**src/rtl/block_scheduler_pkg.sv**
```systemverilog
// rtl/block_scheduler_pkg.sv - shared types and defaults for the falling-block scheduler
// Contents: scheduler state enum, default slot count, lane X centres, bottom screen row.
package block_scheduler_pkg;

   typedef enum logic [2:0] {
      ST_IDLE,
      ST_FETCH,
      ST_DELAY,
      ST_SPAWN,
      ST_DRAIN,
      ST_DONE
   } state_t;

   localparam int         NUM_SLOTS_DEF = 4;
   localparam logic [9:0] LANE_X0_DEF   = 10'd80;
   localparam logic [9:0] LANE_X1_DEF   = 10'd240;
   localparam logic [9:0] LANE_X2_DEF   = 10'd400;
   localparam logic [9:0] LANE_X3_DEF   = 10'd560;
   localparam int         Y_MAX_DEF     = 479;

endpackage

```
**src/rtl/block_scheduler_if.sv**
```systemverilog
// rtl/block_scheduler_if.sv - pattern source and block slot signal bundle
// Pattern group: pattern_valid/lane/delay/last from the source, pattern_rd pop strobe back.
// Slot group: slot_y from the block instances; slot_restart, slot_x, slot_ready to them.
// master = scheduler side, slave = pattern source / block side.
interface block_scheduler_if
   import block_scheduler_pkg::*;
#(
   parameter int NUM_SLOTS = NUM_SLOTS_DEF
) ();

   logic                       pattern_valid;
   logic [1:0]                 pattern_lane;
   logic [7:0]                 pattern_delay;
   logic                       pattern_last;
   logic                       pattern_rd;
   logic [NUM_SLOTS-1:0][9:0]  slot_y;
   logic [NUM_SLOTS-1:0]       slot_restart;
   logic [NUM_SLOTS-1:0][9:0]  slot_x;
   logic [NUM_SLOTS-1:0]       slot_ready;

   modport master (
      input  pattern_valid, pattern_lane, pattern_delay, pattern_last, slot_y,
      output pattern_rd, slot_restart, slot_x, slot_ready
   );

   modport slave (
      output pattern_valid, pattern_lane, pattern_delay, pattern_last, slot_y,
      input  pattern_rd, slot_restart, slot_x, slot_ready
   );

endinterface

```
**src/rtl/block_scheduler_slot_alloc.sv**
```systemverilog
// rtl/block_scheduler_slot_alloc.sv - lowest-index free slot picker
// Ports: active (in, one bit per slot), idx (out, lowest slot with active=0),
// found (out, high when any slot is free; idx is 0 otherwise).
module block_scheduler_slot_alloc #(
   parameter int NUM_SLOTS = 4,
   parameter int IDX_W     = (NUM_SLOTS > 1) ? $clog2(NUM_SLOTS) : 1
) (
   input  logic [NUM_SLOTS-1:0] active,
   output logic [IDX_W-1:0]     idx,
   output logic                 found
);

   // Scan from the top down so the last hit written is the lowest index.
   always_comb begin
      idx   = '0;
      found = 1'b0;
      for (int i = NUM_SLOTS - 1; i >= 0; i--) begin
         if (!active[i]) begin
            idx   = IDX_W'(i);
            found = 1'b1;
         end
      end
   end

endmodule

```
**src/rtl/block_scheduler.sv**
```systemverilog
// rtl/block_scheduler.sv - sequences pattern entries into a pool of falling-block slots
// Ports: frame_clk (in), rst_n (in, sync active-low), start/pause (in, levels),
// bus (block_scheduler_if.master: pattern pop interface and per-slot control),
// busy/done (out, state flags), miss_cnt (out, saturating count of dropped entries).
module block_scheduler
   import block_scheduler_pkg::*;
#(
   parameter int         NUM_SLOTS = NUM_SLOTS_DEF,
   parameter logic [9:0] LANE_X0   = LANE_X0_DEF,
   parameter logic [9:0] LANE_X1   = LANE_X1_DEF,
   parameter logic [9:0] LANE_X2   = LANE_X2_DEF,
   parameter logic [9:0] LANE_X3   = LANE_X3_DEF,
   parameter int         Y_MAX     = Y_MAX_DEF
) (
   input  logic                frame_clk,
   input  logic                rst_n,
   input  logic                start,
   input  logic                pause,
   block_scheduler_if.master   bus,
   output logic                busy,
   output logic                done,
   output logic [7:0]          miss_cnt
);

   localparam int         IDX_W   = (NUM_SLOTS > 1) ? $clog2(NUM_SLOTS) : 1;
   localparam logic [9:0] Y_LIMIT = 10'(Y_MAX);

   state_t                     state_q, state_d;
   logic [1:0]                 lane_q;
   logic [7:0]                 delay_q;
   logic                       last_q;
   logic [NUM_SLOTS-1:0]       active_q, active_d;
   logic [NUM_SLOTS-1:0]       ready_q;
   logic [NUM_SLOTS-1:0]       spawn_vec;
   logic [NUM_SLOTS-1:0][9:0]  x_q;
   logic [7:0]                 miss_q;
   logic [IDX_W-1:0]           free_idx;
   logic                       free_found;
   logic                       pop, do_spawn, do_miss;
   logic [9:0]                 lane_x;

   block_scheduler_slot_alloc #(
      .NUM_SLOTS (NUM_SLOTS),
      .IDX_W     (IDX_W)
   ) u_slot_alloc (
      .active (active_q),
      .idx    (free_idx),
      .found  (free_found)
   );

   // Lanes without a matching slot (small configurations) fall back to lane 0.
   always_comb begin
      case (lane_q)
         2'd0:    lane_x = LANE_X0;
         2'd1:    lane_x = LANE_X1;
         2'd2:    lane_x = LANE_X2;
         default: lane_x = LANE_X3;
      endcase
      if (32'(lane_q) >= NUM_SLOTS) lane_x = LANE_X0;
   end

   always_comb begin
      state_d  = state_q;
      pop      = 1'b0;
      do_spawn = 1'b0;
      do_miss  = 1'b0;
      unique case (state_q)
         ST_IDLE: begin
            if (start) state_d = ST_FETCH;
         end
         ST_FETCH: begin
            if (bus.pattern_valid && !pause) begin
               pop     = 1'b1;
               state_d = ST_DELAY;
            end
         end
         ST_DELAY: begin
            // The final decrement (1 -> 0) and the zero-delay case both leave
            // immediately, so DELAY lasts max(delay, 1) unpaused frames.
            if (delay_q == 8'd0 || (delay_q == 8'd1 && !pause)) state_d = ST_SPAWN;
         end
         ST_SPAWN: begin
            if (!pause) begin
               do_spawn = free_found;
               do_miss  = !free_found;
               state_d  = last_q ? ST_DRAIN : ST_FETCH;
            end
         end
         ST_DRAIN: begin
            if (active_q == '0) state_d = ST_DONE;
         end
         ST_DONE: begin
            if (start) state_d = ST_FETCH;
         end
         default: state_d = ST_IDLE;
      endcase
      // A reset edge must not pop the source or start a spawn.
      if (!rst_n) begin
         pop      = 1'b0;
         do_spawn = 1'b0;
         do_miss  = 1'b0;
      end
   end

   // Slot set on spawn wins over the off-screen clear; the picker reads the
   // registered active bits, so a slot clearing this cycle is not yet free.
   always_comb begin
      for (int i = 0; i < NUM_SLOTS; i++) begin
         spawn_vec[i] = do_spawn && (free_idx == IDX_W'(i));
         active_d[i]  = active_q[i];
         if (spawn_vec[i])               active_d[i] = 1'b1;
         else if (bus.slot_y[i] > Y_LIMIT) active_d[i] = 1'b0;
      end
   end

   always_ff @(posedge frame_clk) begin
      if (!rst_n) begin
         state_q  <= ST_IDLE;
         lane_q   <= 2'd0;
         delay_q  <= 8'd0;
         last_q   <= 1'b0;
         active_q <= '0;
         ready_q  <= '0;
         x_q      <= {NUM_SLOTS{LANE_X0}};
         miss_q   <= 8'd0;
      end else begin
         state_q  <= state_d;
         active_q <= active_d;
         // The restart cycle of a slot always has active_q=0, so ready can never
         // be high together with its restart pulse.
         ready_q  <= active_d & {NUM_SLOTS{~pause}};
         if (pop) begin
            lane_q  <= bus.pattern_lane;
            delay_q <= bus.pattern_delay;
            last_q  <= bus.pattern_last;
         end else if (state_q == ST_DELAY && !pause && delay_q != 8'd0) begin
            delay_q <= delay_q - 8'd1;
         end
         for (int i = 0; i < NUM_SLOTS; i++) begin
            if (spawn_vec[i]) x_q[i] <= lane_x;
         end
         if (state_q == ST_DONE && start)     miss_q <= 8'd0;
         else if (do_miss && miss_q != 8'hff) miss_q <= miss_q + 8'd1;
      end
   end

   assign bus.pattern_rd   = pop;
   assign bus.slot_restart = rst_n ? spawn_vec : '1;
   assign bus.slot_x       = x_q;
   assign bus.slot_ready   = ready_q;
   assign busy             = (state_q != ST_IDLE) && (state_q != ST_DONE);
   assign done             = (state_q == ST_DONE);
   assign miss_cnt         = miss_q;

endmodule
```
**src/flat_wrapper.sv**
```systemverilog
// flat-port wrapper written by rule: the top's interface ports become plain ports
module block_scheduler_flat import block_scheduler_pkg::*;
#(
   parameter int         NUM_SLOTS = NUM_SLOTS_DEF,
   parameter logic [9:0] LANE_X0   = LANE_X0_DEF,
   parameter logic [9:0] LANE_X1   = LANE_X1_DEF,
   parameter logic [9:0] LANE_X2   = LANE_X2_DEF,
   parameter logic [9:0] LANE_X3   = LANE_X3_DEF,
   parameter int         Y_MAX     = Y_MAX_DEF
)
  (frame_clk, rst_n, start, pause, busy, done, miss_cnt, bus_pattern_valid, bus_pattern_lane, bus_pattern_delay, bus_pattern_last, bus_slot_y, bus_pattern_rd, bus_slot_restart, bus_slot_x, bus_slot_ready);
  block_scheduler_if #(.NUM_SLOTS(NUM_SLOTS)) bus_i ();
  input  logic frame_clk;
  input  logic rst_n;
  input  logic start;
  input  logic pause;
  output logic busy;
  output logic done;
  output logic [7:0] miss_cnt;
  input wire logic [$bits(bus_i.pattern_valid)-1:0] bus_pattern_valid;
  input wire logic [$bits(bus_i.pattern_lane)-1:0] bus_pattern_lane;
  input wire logic [$bits(bus_i.pattern_delay)-1:0] bus_pattern_delay;
  input wire logic [$bits(bus_i.pattern_last)-1:0] bus_pattern_last;
  input wire logic [$bits(bus_i.slot_y)-1:0] bus_slot_y;
  output wire logic [$bits(bus_i.pattern_rd)-1:0] bus_pattern_rd;
  output wire logic [$bits(bus_i.slot_restart)-1:0] bus_slot_restart;
  output wire logic [$bits(bus_i.slot_x)-1:0] bus_slot_x;
  output wire logic [$bits(bus_i.slot_ready)-1:0] bus_slot_ready;
  assign bus_i.pattern_valid = bus_pattern_valid;
  assign bus_i.pattern_lane = bus_pattern_lane;
  assign bus_i.pattern_delay = bus_pattern_delay;
  assign bus_i.pattern_last = bus_pattern_last;
  assign bus_i.slot_y = bus_slot_y;
  assign bus_pattern_rd = bus_i.pattern_rd;
  assign bus_slot_restart = bus_i.slot_restart;
  assign bus_slot_x = bus_i.slot_x;
  assign bus_slot_ready = bus_i.slot_ready;
  block_scheduler #(.NUM_SLOTS(NUM_SLOTS), .LANE_X0(LANE_X0), .LANE_X1(LANE_X1), .LANE_X2(LANE_X2), .LANE_X3(LANE_X3), .Y_MAX(Y_MAX)) u_core (.frame_clk(frame_clk), .rst_n(rst_n), .start(start), .pause(pause), .bus(bus_i), .busy(busy), .done(done), .miss_cnt(miss_cnt));
endmodule
```
**config.mk**
```make
export PLATFORM = sky130hd
export DESIGN_NAME = block_scheduler_flat
export DESIGN_NICKNAME = d
export VERILOG_FILES = /design/src/rtl/block_scheduler_pkg.sv /design/src/rtl/block_scheduler_if.sv /design/src/rtl/block_scheduler_slot_alloc.sv /design/src/rtl/block_scheduler.sv /design/src/flat_wrapper.sv
export SDC_FILE = /design/constraint.sdc
export NUM_CORES = 1
export LEC_CHECK = 0
export BUFFER_PORTS_ARGS = -buffer_cell sky130_fd_sc_hd__buf_2
export CAP_MARGIN = 10
export CORE_ASPECT_RATIO = 1.75
export CORE_MARGIN = 1.5
export CORE_UTILIZATION = 44
export CTS_BUF_LIST = sky130_fd_sc_hd__clkbuf_4 sky130_fd_sc_hd__clkbuf_8
export DETAILED_ROUTE_END_ITERATION = 8
export HOLD_SLACK_MARGIN = 0.1
export PLACE_DENSITY = 0.85
export SYNTH_ARGS = -nofsm -noshare
export SYNTH_HDL_FRONTEND = slang
export SYNTH_SLANG_ARGS = --single-unit
```
**constraint.sdc**
```tcl
create_clock -name frame_clk -period 1.82 [get_ports frame_clk]
set_input_delay 0.364 -clock frame_clk [delete_from_list [all_inputs] [get_ports frame_clk]]
set_output_delay 0.364 -clock frame_clk [all_outputs]
set_load 0.005 [all_outputs]
```
Yosys cells after proc, flatten, opt, wreduce, memory -nomap -nowiden
Cells that the tools add are included.
W data, S select, Z words.
{ "word_totals": {"reg_bits": 70, "input_bits": 56, "out_inout_bits": 59, "elab_cells": 99} }
{ "classes": {"addsub": 2, "magnitude_cmp": 4, "n_eq_ne": 18, "n_mux": 36, "n_bitwise": 3, "n_reduce_logical": 25} }
{ "op_table": {"columns": ["cell", "count"], "rows": [
  ["$gt A10 B9 Y1 const B", 4],
  ["$pmux W10 S3", 1],
  ["$mux W1", 21],
  ["$mux W3", 6],
  ["$mux W8", 2],
  ["$pmux W3 S5", 1],
  ["$logic_and A1 B1 Y1", 11],
  ["$add A8 B1 Y8 const B", 1],
  ["$eq A8 B1 Y1 const B", 1],
  ["$logic_not A8 Y1", 1],
  ["$mux W2", 4],
  ["$ne A2 B1 Y1 const B", 4],
  ["$ne A8 B8 Y1 const B", 1],
  ["$reduce_bool A8 Y1", 1],
  ["$sub A8 B1 Y8 const B", 1],
  ["$eq A2 B2 Y1 const B", 3],
  ["$eq A3 B2 Y1 const B", 2],
  ["$eq A3 B3 Y1 const B", 2],
  ["$reduce_and A5 Y1", 1],
  ["$and A4 B4 Y4", 1],
  ["$eq A2 B1 Y1 const B", 2],
  ["$logic_not A2 Y1", 2],
  ["$logic_not A4 Y1", 1],
  ["$mux W4", 1],
  ["10 further kinds", 13]
]} }

Logic depth before layout (Yosys ltp)
{ "logic_depth": {"depth_word": 10, "depth_mapped": 7, "mapped_depth_nobuf": 6} }

Modules after synthesis
From an unflattened synthesis, not the netlist that was laid out.
{ "hier_totals": {"cells_unflattened": 308, "area_unflattened_um2": 2600.0} }
{ "modules_own_cells": {"columns": ["mod", "instances", "cells_per_inst", "area_each_um2", "seq_area_each_um2"], "rows": [
  ["block_scheduler", 1, 303, 2571.2, 1001.0],
  ["block_scheduler_slot_alloc", 1, 5, 28.8, 0.0]
]} }

Worst setup path after synthesis
Ideal clock, no wire load.
{ "synth_path": {"path_type": "input to output", "startpoint": "input pause", "endpoint": "output bus_slot_restart[2]", "arrival_time_ns": 1.570, "required_ns": 1.456, "path_slack_ns": -0.114, "cell_stages": 4, "cell_sequence": "or3b_1 or4_1 buf_2 nand2_1"} }
{ "synth_via": {"elab_chain_len": 5} }
{ "synth_rtl": {"columns": ["item", "line_no", "rtl"], "rows": [
  ["start: declaration", "flat_wrapper.sv:16", "input logic pause;"],
  ["$mux W1", "block_scheduler.sv:83", "if (!pause) begin"],
  ["$mux W1", "block_scheduler.sv:67", "unique case (state_q)"],
  ["$mux W1", "block_scheduler.sv:98", "if (!rst_n) begin"],
  ["$logic_and A1 B1 Y1", "block_scheduler.sv:109", "spawn_vec[i] = do_spawn && (free_idx == IDX_W'(i));"],
  ["$mux W4", "block_scheduler.sv:148", "assign bus.slot_restart = rst_n ? spawn_vec : '1;"],
  ["end: declaration", "flat_wrapper.sv:26", "output wire logic [$bits(bus_i.slot_restart)-1:0] bus_slot_restart;"]
]} }
No other way between the ends.

Worst setup path after layout
{ "layout_path": {"startpoint": "register u_core.state_q[2]", "endpoint": "output bus_slot_restart[1]"} }
{ "layout_via": {"elab_chain_len": 5} }
{ "layout_rtl": {"columns": ["item", "line_no", "rtl"], "rows": [
  ["start: declaration", "block_scheduler.sv:28", "state_t state_q, state_d;"],
  ["start signal: assignment", "block_scheduler.sv:127", "state_q <= state_d;"],
  ["$eq A3 B2 Y1", "block_scheduler.sv:67", null],
  ["$mux W1", "block_scheduler.sv:67", null],
  ["$mux W1", "block_scheduler.sv:98", null],
  ["$logic_and A1 B1 Y1", "block_scheduler.sv:109", null],
  ["$mux W4", "block_scheduler.sv:148", null]
]} }
No other way between the ends.

==> results_dict.tcl <==
set metrics [dict create \
    outcome "complete, but fails checks" \
    violations "setup timing" \
    final_antenna_net_count 0 \
    async_reset_ff_share_pct 0 \
    fin_tns_setup_ns -1.35 \
    first_global_vias 2431 \
    antenna_found_initial 0 \
    path_max_fanout 4 \
    first_pass_iters 4 \
    dp_slack_ns -0.177 \
    htreeDepth 2 \
    synth_edf_count 0 \
    core-area_mm2 0.00559 \
    hpwl_um 5120 \
    grt_setup_unrepaired "true" \
    start_kind "flip-flop" \
    vias 2555 \
    slew_headroom_pct 66.9 \
    start_util_pct 45.8 \
    ios 115 \
    grt_pass1_wl_um 10700 \
    finalMaxSlewViolations 0 \
    instances_no_fill 482 \
    max-clock-path-buffers 2 \
    cp_cell_sequence "or3b_4 -> or4_4 -> nand2_1 -> buf_2" \
    die_h_um 104 \
    critPathMaxStageDelay_ns 0.51 \
    crit_family "simple AND/OR/NAND/NOR gates" \
    wl_per_cell_um 14.5 \
    dp.cells 470 \
    end_kind "output port" \
    die_width_um 60.6 \
    dpl-instance-area_mm2 0.00315 \
    routed_via_density 5.30 \
    ys_seq_area_share_pct 39.1 \
    finalHoldViolations 0 \
    drc 0 \
    critPathKind "flip-flop to output port" \
    cp.required_ns 1.46 \
    path_buf_inv 1 \
    netlist_area_mm2 0.00256 \
    clk_pin_slew_worst_paths_ns 0.10 \
    die_area_mm2 0.00630 \
    drtIter0Drc 146 \
    gp_congestion 0.843 \
    cp_slowest_cell "or4_4" \
    register_area_mm2 0.00100 \
    ys_warn_count 0 \
    fp-row-count 36 \
    setup_violations 10 \
    leakage_nw 1.52 \
    drv_cap 0 \
    ctsHoldBuffers 0 \
    drive_above_1_share_pct 35.7 \
    fin_nets 469 \
    syn_to_final_growth_pct 34.3 \
    cts_tree "yes" \
    n_fill_cell 483 \
    cellPowerDensity_mw_per_mm2 638 \
    cts_buffers 5 \
    ir_drop_mv 0.438 \
    syn_avg_cell_area_um2 8.52 \
    clock_skew_ns 0.00370 \
    diodes 0 \
    clockRootBuffer "clkbuf_8" \
    hold_class "primary input to flip-flop" \
    synth_ff_type "dfxtp_1" \
    r2r_slack_ns -0.08 \
    multi_input_area_mm2 0.00148 \
    fin_ws_ns -0.275 \
    grt_max_degree 30 \
    drt-total-wl_um 6970 \
    critical_path_arrival_ns 1.73 \
    utilization_pct 61.5 \
    synth.distinct_cells 57 \
    worstMarginPinSlew_ns 0.493 \
    synthCells 300 \
    grt_usage_pct 21.9 \
    fmax_mhz 477 \
    portBuffers 74 \
    clk_latency_ns 0.31 \
    clkSinkCount 50 \
    final_design_area_no_fill_mm2 0.00343 \
    ys_ff_latch 50 \
    grt-ovfl-total 0 \
    post-route-period-util_pct 115 \
    period_needed_ns 2.09 \
]
power by group:
part / total [mW] / internal (mW) / switching, mW
Sequential: 1.12 / 1.11 / 0.0129
Clock: 0.829 / 0.420 / 0.409
Combinational: 0.243 / 0.112 / 0.131
area by class of cell:
cell class / instances / area share [%]
repair buffers: 112 / 20.0
inverters: 13 / 1.49
clock buffers: 5 / 2.00
multi-input cells: 223 / 43.1
clock inverters: 3 / 1.38
flip-flops and latches: 50 / 29.2
well taps: 76 / 2.77
path summary, 6_finish.rpt:
kind / from / to / cells past startpoint
setup reg to reg: u_core.state_q[2]$_SDFFE_PN0P_ / u_core.delay_q[5]$_SDFFE_PN0P_ / 6
hold / removal: bus_pattern_last / u_core.last_q$_SDFFE_PN0P_ / 3
hold reg to reg: u_core.bus.slot_x[29]$_SDFFE_PN0P_ / u_core.bus.slot_x[29]$_SDFFE_PN0P_ / 2
setup / recovery: u_core.state_q[2]$_SDFFE_PN0P_ / bus_slot_restart[1] / 4
stage by stage:
step	hold WS (ns)	power, mW
final	0.235	2.19
after global routing	0.227	2.26
after CTS	0.230	2.18
after detailed placement	0.450	1.35
after global placement	0.443	1.35
after floorplan	0.444	1.28
worst register-to-register path, delay by kind of cell (launching register included):
kind	cells	cell delay, ns
AO/OA/AOI/OAI	2	0.50
buffers and inverters	2	0.24
AND/OR/NAND/NOR	2	0.77
flip-flops	1	0.33
synthesized netlist by cell type (all sizes together) (6+ instances only):
master / number / area share (%)
nor2: 23 / 3.4
nand2: 35 / 5.1
or4: 8 / 2.3
o21ai: 16 / 3.1
buf: 26 / 7.2
ha: 8 / 3.9
a21oi: 11 / 2.3
inv: 13 / 1.9
a31oi: 7 / 2.0
dfxtp: 50 / 39
mux2i: 8 / 3.1
clkbuf: 6 / 0.88
nand3: 13 / 2.5
sequential cells by signal (all words and copies together), names as in the netlist:
register	cells
u_core.active_q	4
u_core.delay_q	8
u_core.bus.slot_ready	4
u_core.bus.slot_x	20
u_core.miss_cnt	8
u_core.state_q	3
u_core.last_q	1
u_core.lane_q	2
layer usage:
metal	vias to the layer above	global-route usage, %	routed length, um
met5	-	0	0
met4	0	13.5	261
met2	106	38.5	3850
met1	1199	22.6	2500
li1	1231	-	-
met3	19	3.48	356
kinds of logic after synthesis:
logic type                 share of synthesized area (%)
and+or+nand+nor                                     25.9
AOI/OAI and AO/OA                                   15.9
DFF                                                 39.1
buffers and inverters                               9.98
muxes                                               3.57
adders and majority gates                           3.91
xor gates and xnor gates                            1.37
other                                              0.294
cells in the final DEF (no fill, tap or decap), types with 6 or more instances in the layout:
cell type and count:
a21oi_1 10, a31oi_1 6, buf_2 73, buf_4 31, buf_6 8, conb_1 20, dfxtp_1 48, ha_1 8
inv_1 12, mux2i_1 8, nand2_1 35, nand3_1 12, nor2_1 23, o21ai_0 8, o21ai_1 8
what timing repair did:
item,CTS,global route
setup endpoints to repair,7,17
resized for setup,12,15
pin swaps,8,12
setup buffers,3,2
(Power assumes the default switching activity.)
